===== config.mk =====
export PLATFORM = sky130hd
export DESIGN_NAME = cdb_arbiter
export DESIGN_NICKNAME = d
export VERILOG_FILES = /design/src/rtl/cdb_arbiter.sv
export SDC_FILE = /design/constraint.sdc
export NUM_CORES = 1
export LEC_CHECK = 0
export CAP_MARGIN = 40
export CORE_AREA = 2 2 152 154
export DETAILED_ROUTE_END_ITERATION = 16
export DIE_AREA = 0 0 154 156
export GPL_ROUTABILITY_DRIVEN = 1
export SLEW_MARGIN = 30
export SYNTH_ARGS = -nofsm -noshare
export SYNTH_HDL_FRONTEND = slang
export SYNTH_SLANG_ARGS = --single-unit

===== constraint.sdc =====
create_clock -name clock -period 2.6 [get_ports clock]
set_clock_uncertainty 0.15 [all_clocks]
set_input_delay 0.39 -clock clock [delete_from_list [all_inputs] [get_ports clock]]
set_output_delay 0.39 -clock clock [all_outputs]
set_load 0.02 [all_outputs]

===== src/rtl/cdb_arbiter.sv =====
// cdb_arbiter: common data bus arbiter for the functional-unit result sources
// (0 ALU, 1 MUL, 2 LOAD, 3 BRANCH). Each cycle it grants one pending source
// combinationally and registers that source's payload for a one-cycle broadcast.
// Build option: define CDB_RR_EN for round-robin arbitration. Without it the
// arbiter uses fixed priority, where the lowest index wins and there is no rr_ptr.
module cdb_arbiter #(
   parameter int NSRC    = 4,
   parameter int XLEN    = 32,
   parameter int PRF_LEN = 6,
   parameter int ROB_LEN = 5
) (
   input  logic                    clock,
   input  logic                    reset,
   input  logic                    squash,
   input  logic [NSRC-1:0]         src_valid,
   input  logic [NSRC*XLEN-1:0]    src_value,
   input  logic [NSRC*PRF_LEN-1:0] src_prf_idx,
   input  logic [NSRC*ROB_LEN-1:0] src_rob_idx,
   input  logic [NSRC*XLEN-1:0]    src_PC,
   output logic [NSRC-1:0]         src_grant,
   output logic                    cdb_valid,
   output logic [XLEN-1:0]         cdb_value,
   output logic [PRF_LEN-1:0]      cdb_prf_idx,
   output logic [ROB_LEN-1:0]      cdb_rob_idx,
   output logic [XLEN-1:0]         cdb_PC,
   output logic [1:0]              cdb_src
);

   logic               grant_any;
   logic [1:0]         grant_idx;
   logic [NSRC-1:0]    grant;

   logic               cdb_valid_d,   cdb_valid_q;
   logic [XLEN-1:0]    cdb_value_d,   cdb_value_q;
   logic [PRF_LEN-1:0] cdb_prf_idx_d, cdb_prf_idx_q;
   logic [ROB_LEN-1:0] cdb_rob_idx_d, cdb_rob_idx_q;
   logic [XLEN-1:0]    cdb_PC_d,      cdb_PC_q;
   logic [1:0]         cdb_src_d,     cdb_src_q;

`ifdef CDB_RR_EN
   logic [1:0]         rr_ptr_d, rr_ptr_q;
`endif

   // Pick the first valid source in search order. Reset and squash suppress all grants.
   always_comb begin
      logic [1:0] idx;
      grant     = '0;
      grant_idx = '0;
      grant_any = 1'b0;
      idx       = '0;
      if (!reset && !squash) begin
         for (int unsigned i = 0; i < NSRC; i++) begin
`ifdef CDB_RR_EN
            idx = 2'((int'(rr_ptr_q) + i) % NSRC);
`else
            idx = 2'(i);
`endif
            if (!grant_any && src_valid[idx]) begin
               grant_any      = 1'b1;
               grant_idx      = idx;
               grant[idx]     = 1'b1;
            end
         end
      end
   end

   // Load the next broadcast from the granted source. With no grant, the payload holds its last value.
   always_comb begin
      cdb_valid_d   = grant_any;
      cdb_value_d   = cdb_value_q;
      cdb_prf_idx_d = cdb_prf_idx_q;
      cdb_rob_idx_d = cdb_rob_idx_q;
      cdb_PC_d      = cdb_PC_q;
      cdb_src_d     = cdb_src_q;
      if (grant_any) begin
         cdb_value_d   = src_value[int'(grant_idx)*XLEN +: XLEN];
         cdb_prf_idx_d = src_prf_idx[int'(grant_idx)*PRF_LEN +: PRF_LEN];
         cdb_rob_idx_d = src_rob_idx[int'(grant_idx)*ROB_LEN +: ROB_LEN];
         cdb_PC_d      = src_PC[int'(grant_idx)*XLEN +: XLEN];
         cdb_src_d     = grant_idx;
      end
   end

`ifdef CDB_RR_EN
   // After a grant, move the round-robin pointer to the source just past the winner.
   always_comb begin
      rr_ptr_d = rr_ptr_q;
      if (grant_any) begin
         rr_ptr_d = (int'(grant_idx) == NSRC - 1) ? 2'd0 : grant_idx + 2'd1;
      end
   end

   // Round-robin pointer register, cleared by synchronous reset.
   always_ff @(posedge clock) begin
      if (reset) rr_ptr_q <= '0;
      else       rr_ptr_q <= rr_ptr_d;
   end
`endif

   // Broadcast registers, cleared by synchronous reset.
   always_ff @(posedge clock) begin
      if (reset) begin
         cdb_valid_q   <= 1'b0;
         cdb_value_q   <= '0;
         cdb_prf_idx_q <= '0;
         cdb_rob_idx_q <= '0;
         cdb_PC_q      <= '0;
         cdb_src_q     <= '0;
      end else begin
         cdb_valid_q   <= cdb_valid_d;
         cdb_value_q   <= cdb_value_d;
         cdb_prf_idx_q <= cdb_prf_idx_d;
         cdb_rob_idx_q <= cdb_rob_idx_d;
         cdb_PC_q      <= cdb_PC_d;
         cdb_src_q     <= cdb_src_d;
      end
   end

   assign src_grant   = grant;
   assign cdb_valid   = cdb_valid_q;
   assign cdb_value   = cdb_value_q;
   assign cdb_prf_idx = cdb_prf_idx_q;
   assign cdb_rob_idx = cdb_rob_idx_q;
   assign cdb_PC      = cdb_PC_q;
   assign cdb_src     = cdb_src_q;

endmodule


==> results of run 1 <==
## cells in the final DEF, fill, tap and decap left out
cell and instances:
clkdlybuf4s50_1 380, inv_1 2, nor2b_1 150, a32o_1 75, buf_12 8, clkinvlp_4 1
clkinv_2 1, nand2b_2 1, a21o_1 1, o21a_2 1, nand2b_1 1, or2_2 1
or3_2 1, nor2_1 5, buf_4 17, clkbuf_8 1, inv_2 1, o21ai_0 75
dlygate4sd2_1 3, clkbuf_16 9, or3_1 75, a21oi_1 1, buf_2 3, dfxtp_1 78
o221a_2 1, nor4b_1 75, bufinv_16 2, nor3_1 76, nor4_4 1
## stage by stage
step                      power, mW  setup TNS, ps  cells  util (%)  instance area, µm²
final                          4.09              0   1331      44.9               10000
after CTS                      4.14              0   1331      44.9               10000
after detailed placement       2.72           -447   1317      43.5                9740
after global placement         2.72           -337   1317      43.5                9740
after floorplan                1.89              0    713         -                5600
after global routing           4.27              0   1331      44.9               10000
## kinds of logic (layout without fill, tap and decap cells)
kind of cell	after synthesis	in the layout	share of synthesized area, %
AND/OR/NAND/NOR	386	386	44.7
AO/OA/AOI/OAI	154	154	20.7
buffers and inverters	95	428	6.81
flip-flops	78	78	27.9
## worst max path at each step
stage / start / end / slack (ps) / cells after the start
after floorplan: src_valid[0] / src_grant[3] / 490 / 4
after global placement: reset / src_grant[3] / -140 / 4
after detailed placement: reset / src_grant[3] / -170 / 4
after CTS: reset / src_grant[3] / 120 / 4
after global routing: reset / src_grant[3] / 30 / 4
final: reset / src_grant[3] / 130 / 4
## flip-flops by register name, summed over array words and instances, names as in the netlist
name         cells
cdb_prf_idx      6
cdb_rob_idx      5
cdb_PC          32
cdb_valid        1
cdb_src          2
cdb_value       32
## synthesized netlist by cell type, drive strengths merged
master,count
clkbuf,77
or2,1
o21ai,75
buf,15
dfxtp,78
nor3,76
a32o,75
nor2,5
o221a,1
inv,3
nor4,1
or3,76
nor2b,150
a21o,1
nand2b,2
nor4b,75
a21oi,1
o21a,1
## power breakdown
part / switching, mW / total, mW / internal (mW)
Sequential: 0.0527 / 1.35 / 1.29
Combinational: 0.560 / 1.34 / 0.785
Clock: 0.540 / 1.40 / 0.856
Total: 1.15 / 4.09 / 2.93
## cell type report
cell class | count | area (µm²) | share of cell area (%)
Timing Repair Buffer | 411 | 4130 | 41.1
Tap cell | 285 | 357 | 3.55
Inverter | 3 | 11.3 | 0.112
Clock inverter | 4 | 72.6 | 0.722
Clock buffer | 10 | 239 | 2.38
Multi-Input combinational cell | 540 | 3670 | 36.6
Sequential cell | 78 | 1560 | 15.5
## per-layer routing
layer / track usage (%) / up-vias / part of all wire [%]
met5: 0 / - / 0.039
met4: 5.79 / 2 / 2.0
met3: 6.06 / 35 / 7.6
met2: 40.1 / 289 / 49
met1: 26.0 / 3371 / 41
li1: - / 3337 / -
==> results.md, run 1 <==
* Status: finished clean
* Ports at 389
* RSZ-0062 raised after global routing: no
* Clk_lat worst skew at 330 ps
* Hold buffer count at CTS at 0
* Num CTS Buffers at 9
* Hold Crit Start: cdb_value[24]$_SDFFE_PP0P_
* Global route overflow at 0
* Worst slew pin tran at 656 ps
* Worst path top cell family by delay: buffers and inverters
* DR WL/cell at 21.1 µm
* Syn Inst Count at 713
* Slowest library cell on the worst path: or3_2
* Core area at 22400 µm²
* Clk slew on worst S/H paths at 60 ps
* Netlist cell types at 20
* Seq cells post-synth at 78
* Worst setup SP type: input pin
* Min cycle time layout at approximately 2500 ps
* Final Hold Fails at 0
* Clk root buf: clkbuf_16
* Critical path, cell by cell: clkdlybuf4s50_1, or3_2, nor3_1, dlygate4sd2_1
* CP Class: in2out
* Maxcap violations at 0
* Die area at 24000 µm²
* Initial antenna violation count at 1
* Starting Density at 25.0%
* Area contributors post-synth: dfxtp_1 (28%), nor2b_1 (17%), a32o_1 (13%)
* Crit Reg-Reg Endpoint: cdb_value[3]$_SDFFE_PP0P_
* Clk sinks at 78
* Synth-to-Final Area Change at 79.3%
* Htree depth at 3
* CP Data Arrival Time at 1930 ps
* Vias per std cell at 5.28
* Synth area leader: dfxtp_1
* Critical path peak fanout at 5
* Element type at the critical path end: primary output
* Hold endpoint: cdb_value[24]$_SDFFE_PP0P_
* Hold Crit Depth at 1
* Power density over cell area at 407 nW/µm²
* Worst reg-to-reg path cell count at 1
* DR pass1 iterations at 5
* Period Utilization, post-route at 95.1%
* DRT iter0 DRCs at between 300 and 400
* WP buf/inv at 2
* CTS tree: yes
* Die height at 156 µm
* GRT Overall Usage at 22.2%
* FMAX at 405 MHz
* Routed Antenna Nets at 0
* Worst vdd ir at 0.396 mV
* Port bufs at between 300 and 400
* Fill cell count at 2265
* Via Count at between 7000 and 8000
* Internal reg-to-reg setup slack at 1790 ps
* Final wirelength at roughly 28000 µm
* Detailed Place HPWL at 19500 µm
* Post-synth top area share at approximately 28%
* Syn nets at 1020
* Vias in the first global route at 7083
* ANT cells at 0
* Worst slack at placement at -166 ps
* Pins over their slew limit at 0
* GPL Wtd Cong at between 0.8 and 0.9
* Resize count post-CTS at 3
* Nets at 1350
* Hold crit path type: reg2reg
* First-pass GRT wire length at 41500 µm
* Largest buffer count on any clock path at 2
* Final setup fails at 0
* Sequential share of the synthesized area at 27.9%
* WP data required at 2060 ps
* Synth warnings at 0
* Final hold slack at 314 ps
* # Post-CTS Setup Buffers at 0
* Largest net degree at the start of global routing at 77
* Overall die width at 154 µm
* Critical register-to-register path startpoint: cdb_value[3]$_SDFFE_PP0P_
* Row count at 55
* CP max stage delay at 560 ps
* Share of cells above drive strength 1 at around 4.7%
* Mapped Area at approximately 5600 µm²
* PnR worst setup slack at 128 ps
* Final routed DRC violation total at 0
* Post-Syn Area per Cell at between 7 and 8 µm²
* Slew HR at 56.3%
* Leak pwr at roughly 3.3 nW
(Power assumes the default switching activity.)
==> inputs of run 2 (changes only) <==
Settings changed: CTS_CLUSTER_SIZE set to 30, SLEW_MARGIN 30 to 20.
==> results of run 2 <==
The final DEF is identical to that of run 1; final timing and power are the same.
==> patch (flow settings as in run 2) <==
The option `CDB_RR_EN` is turned on by a define.
--- a/src/rtl/cdb_arbiter.sv
+++ b/src/rtl/cdb_arbiter.sv
@@ -4,4 +4,6 @@
 // Build option: define CDB_RR_EN for round-robin arbitration. Without it the
 // arbiter uses fixed priority, where the lowest index wins and there is no rr_ptr.
+`define CDB_RR_EN
+
 module cdb_arbiter #(
    parameter int NSRC    = 4,
Function: changed (a bounded check fails within 4 cycles, from zero or initial values and one cycle with reset high).
==> patch against run 2 <==
The run now ends with setup timing left; cell count is 4.2% higher; critical path type is now reg2out; synthesized area shrank 0.78%; cell area rose by 12%; sequential cell count increased by 2; critical path depth is 7 higher; clock power shrank 9%; hold slack better by 4.1 ps; routed wire length is 3.9% higher; largest power group is now combinational logic; total power grew 34%; worst setup slack got worse by 500 ps; largest cell class unchanged.
==> patch: results (changes against run 2) <==
* Final Wtd Congestion at 0.885 (+9.5%)
* Largest net degree at the start of global routing at 40 (-48%)
* Clock tree buffer depth at 2 (unchanged)
* Clk_lat worst skew at 340 ps
* Port Buffer Count at 388 (unchanged)
* Seq/Total Area, Yosys at 28.8% (+0.94 points)
* Avg Vias per Cell at 5.29 (about the same)
* Final Max Tran Viols at 0 (unchanged)
* Htree depth at 3 (unchanged)
* Final wirelength at 29100 um (+3.9%)
* Ys async rst share at 0% (unchanged)
* CTS buffer count at 9 (unchanged)
* Lkg Pwr at 4.27 nW (+31%)
* Status: finished, violations left
* Reg2Reg Depth at 11 (+10)
* Worst EP arrival at 2430 ps (+500 ps)
* Clock slew at reported path FFs at 60 ps (about the same)
* Slowest cell on the critical path: or3_4
* Vias in the first global route at 7541 (+6.5%)
* Setup WS pre-CTS at -735 ps (-568 ps)
* Initial DRC Count at 297 (-22%)
* Primary FF master, synth: dfxtp_1
* Hold Crit Depth at 2 (+1)
* Failing checks: setup timing
* Synth top area cells: dfxtp_1 29%, a2bb2oi_1 12%, a32oi_1 12%, nand2_1 10%, a21boi_0 10%
* Root Driver: clkbuf_16
* Synthesized net count at 1006 (-1.4%)
* Detail Placement HPWL at 20200 um (+3.7%)
* Netlist cell types at 41 (+110%)
* Final setup vio count at 80 (+80)
* Worst Tran Pin Value at 482 ps (-174 ps)
* Max incr delay on CP at 380 ps (-180 ps)
* Antenna violations before repair at 0 (-1)
* Maximum VDD drop at 0.268 mV (-32%)
* First-pass GRT wire length at 43400 um (+4.7%)
* Setup TNS at -12450 ps (-12450 ps)
* DRT Pass-1 Iters at 5 (unchanged)
* Nets at 1414 (+4.7%)
* YS warnings at 0 (unchanged)
* Area post-placement at 10300 um^2 (+5.7%)
* Total GRT Usage at 23.1% (+0.87 points)
* Worst setup margin at -374 ps (-502 ps)
* Max Fanout on Critical Path at 4 (-1)
* CP top delay family: buffers and inverters
* HP Class: reg2reg
* Diodes inserted at 0 (unchanged)
* Share of layout cells above drive strength 1 at 16.5% (+12 points)
* Most frequent cells after synthesis: 151 x nand2_1, 80 x dfxtp_1, 75 x a21boi_0, 75 x a31oi_1
[patch: cell families (layout without fill, tap and decap cells)]
family	Yosys count	in the layout	synth area share, %
buffers and inverters	92	502	8.78
AND/OR/NAND/NOR	183	183	13.4
AO/OA/AOI/OAI	321	322	45.5
flip-flops	80	80	28.8
multiplexers	7	7	1.71
adder cells (fa/ha/maj)	8	8	1.80
[patch: layout make-up]
type                       instances  area [um^2]
fill                            2167        11100
timing repair buffer             484         5100
multi-input combinational        520         3870
sequential                        80         1610
tap                              285          357
clock buffer                      10          229
clock inverter                     4         47.5
inverter                           4         18.8
[patch: path summary, 6_finish.rpt]
path | start | endpoint | slack, ps
hold / removal | cdb_src[0]$_SDFFE_PP0P_ | cdb_src[0]$_SDFFE_PP0P_ | 320
setup reg to reg | rr_ptr_q[0]$_SDFFE_PP0P_ | cdb_PC[13]$_SDFFE_PP0P_ | -230
setup / recovery | rr_ptr_q[0]$_SDFFE_PP0P_ | src_grant[1] | -370
hold reg to reg | cdb_src[0]$_SDFFE_PP0P_ | cdb_src[0]$_SDFFE_PP0P_ | 320
[patch: power by group]
group / total, mW / internal [mW] / switching (mW) / leakage (nW)
logic: 2.61 / 1.43 / 1.18 / 3.47
registers: 1.58 / 1.44 / 0.135 / 0.672
clock network: 1.28 / 0.731 / 0.544 / 0.134
total: 5.46 / 3.60 / 1.86 / 4.27
[patch: tightest hold or removal path, stage by stage, from the launching register on]
cell,delay (ps)
dfxtp_1,310
nand2_1,50
a21oi_1,50
[patch: routing by layer]
metal | global-route usage (%) | vias to the layer above | routed length, um
met5 | 0 | - | 0
met4 | 6.68 | 0 | 631
met3 | 5.17 | 42 | 1780
met2 | 41.6 | 299 | 14300
met1 | 27.5 | 3489 | 12400
li1 | - | 3507 | -
[patch: stage by stage]
step	cells	hold slack (ps)
after CTS	1387	319
after floorplan	691	309
after detailed placement	1352	310
final	1387	318
after global routing	1387	354
after global placement	1352	299
[patch: timing repair]
action	4_1_cts	5_1_grt
setup buffers	13	0
gates resized for setup	57	24
pin swaps	6	1
hold buffers	0	0
setup endpoints to repair	80	80
cloned	8	0
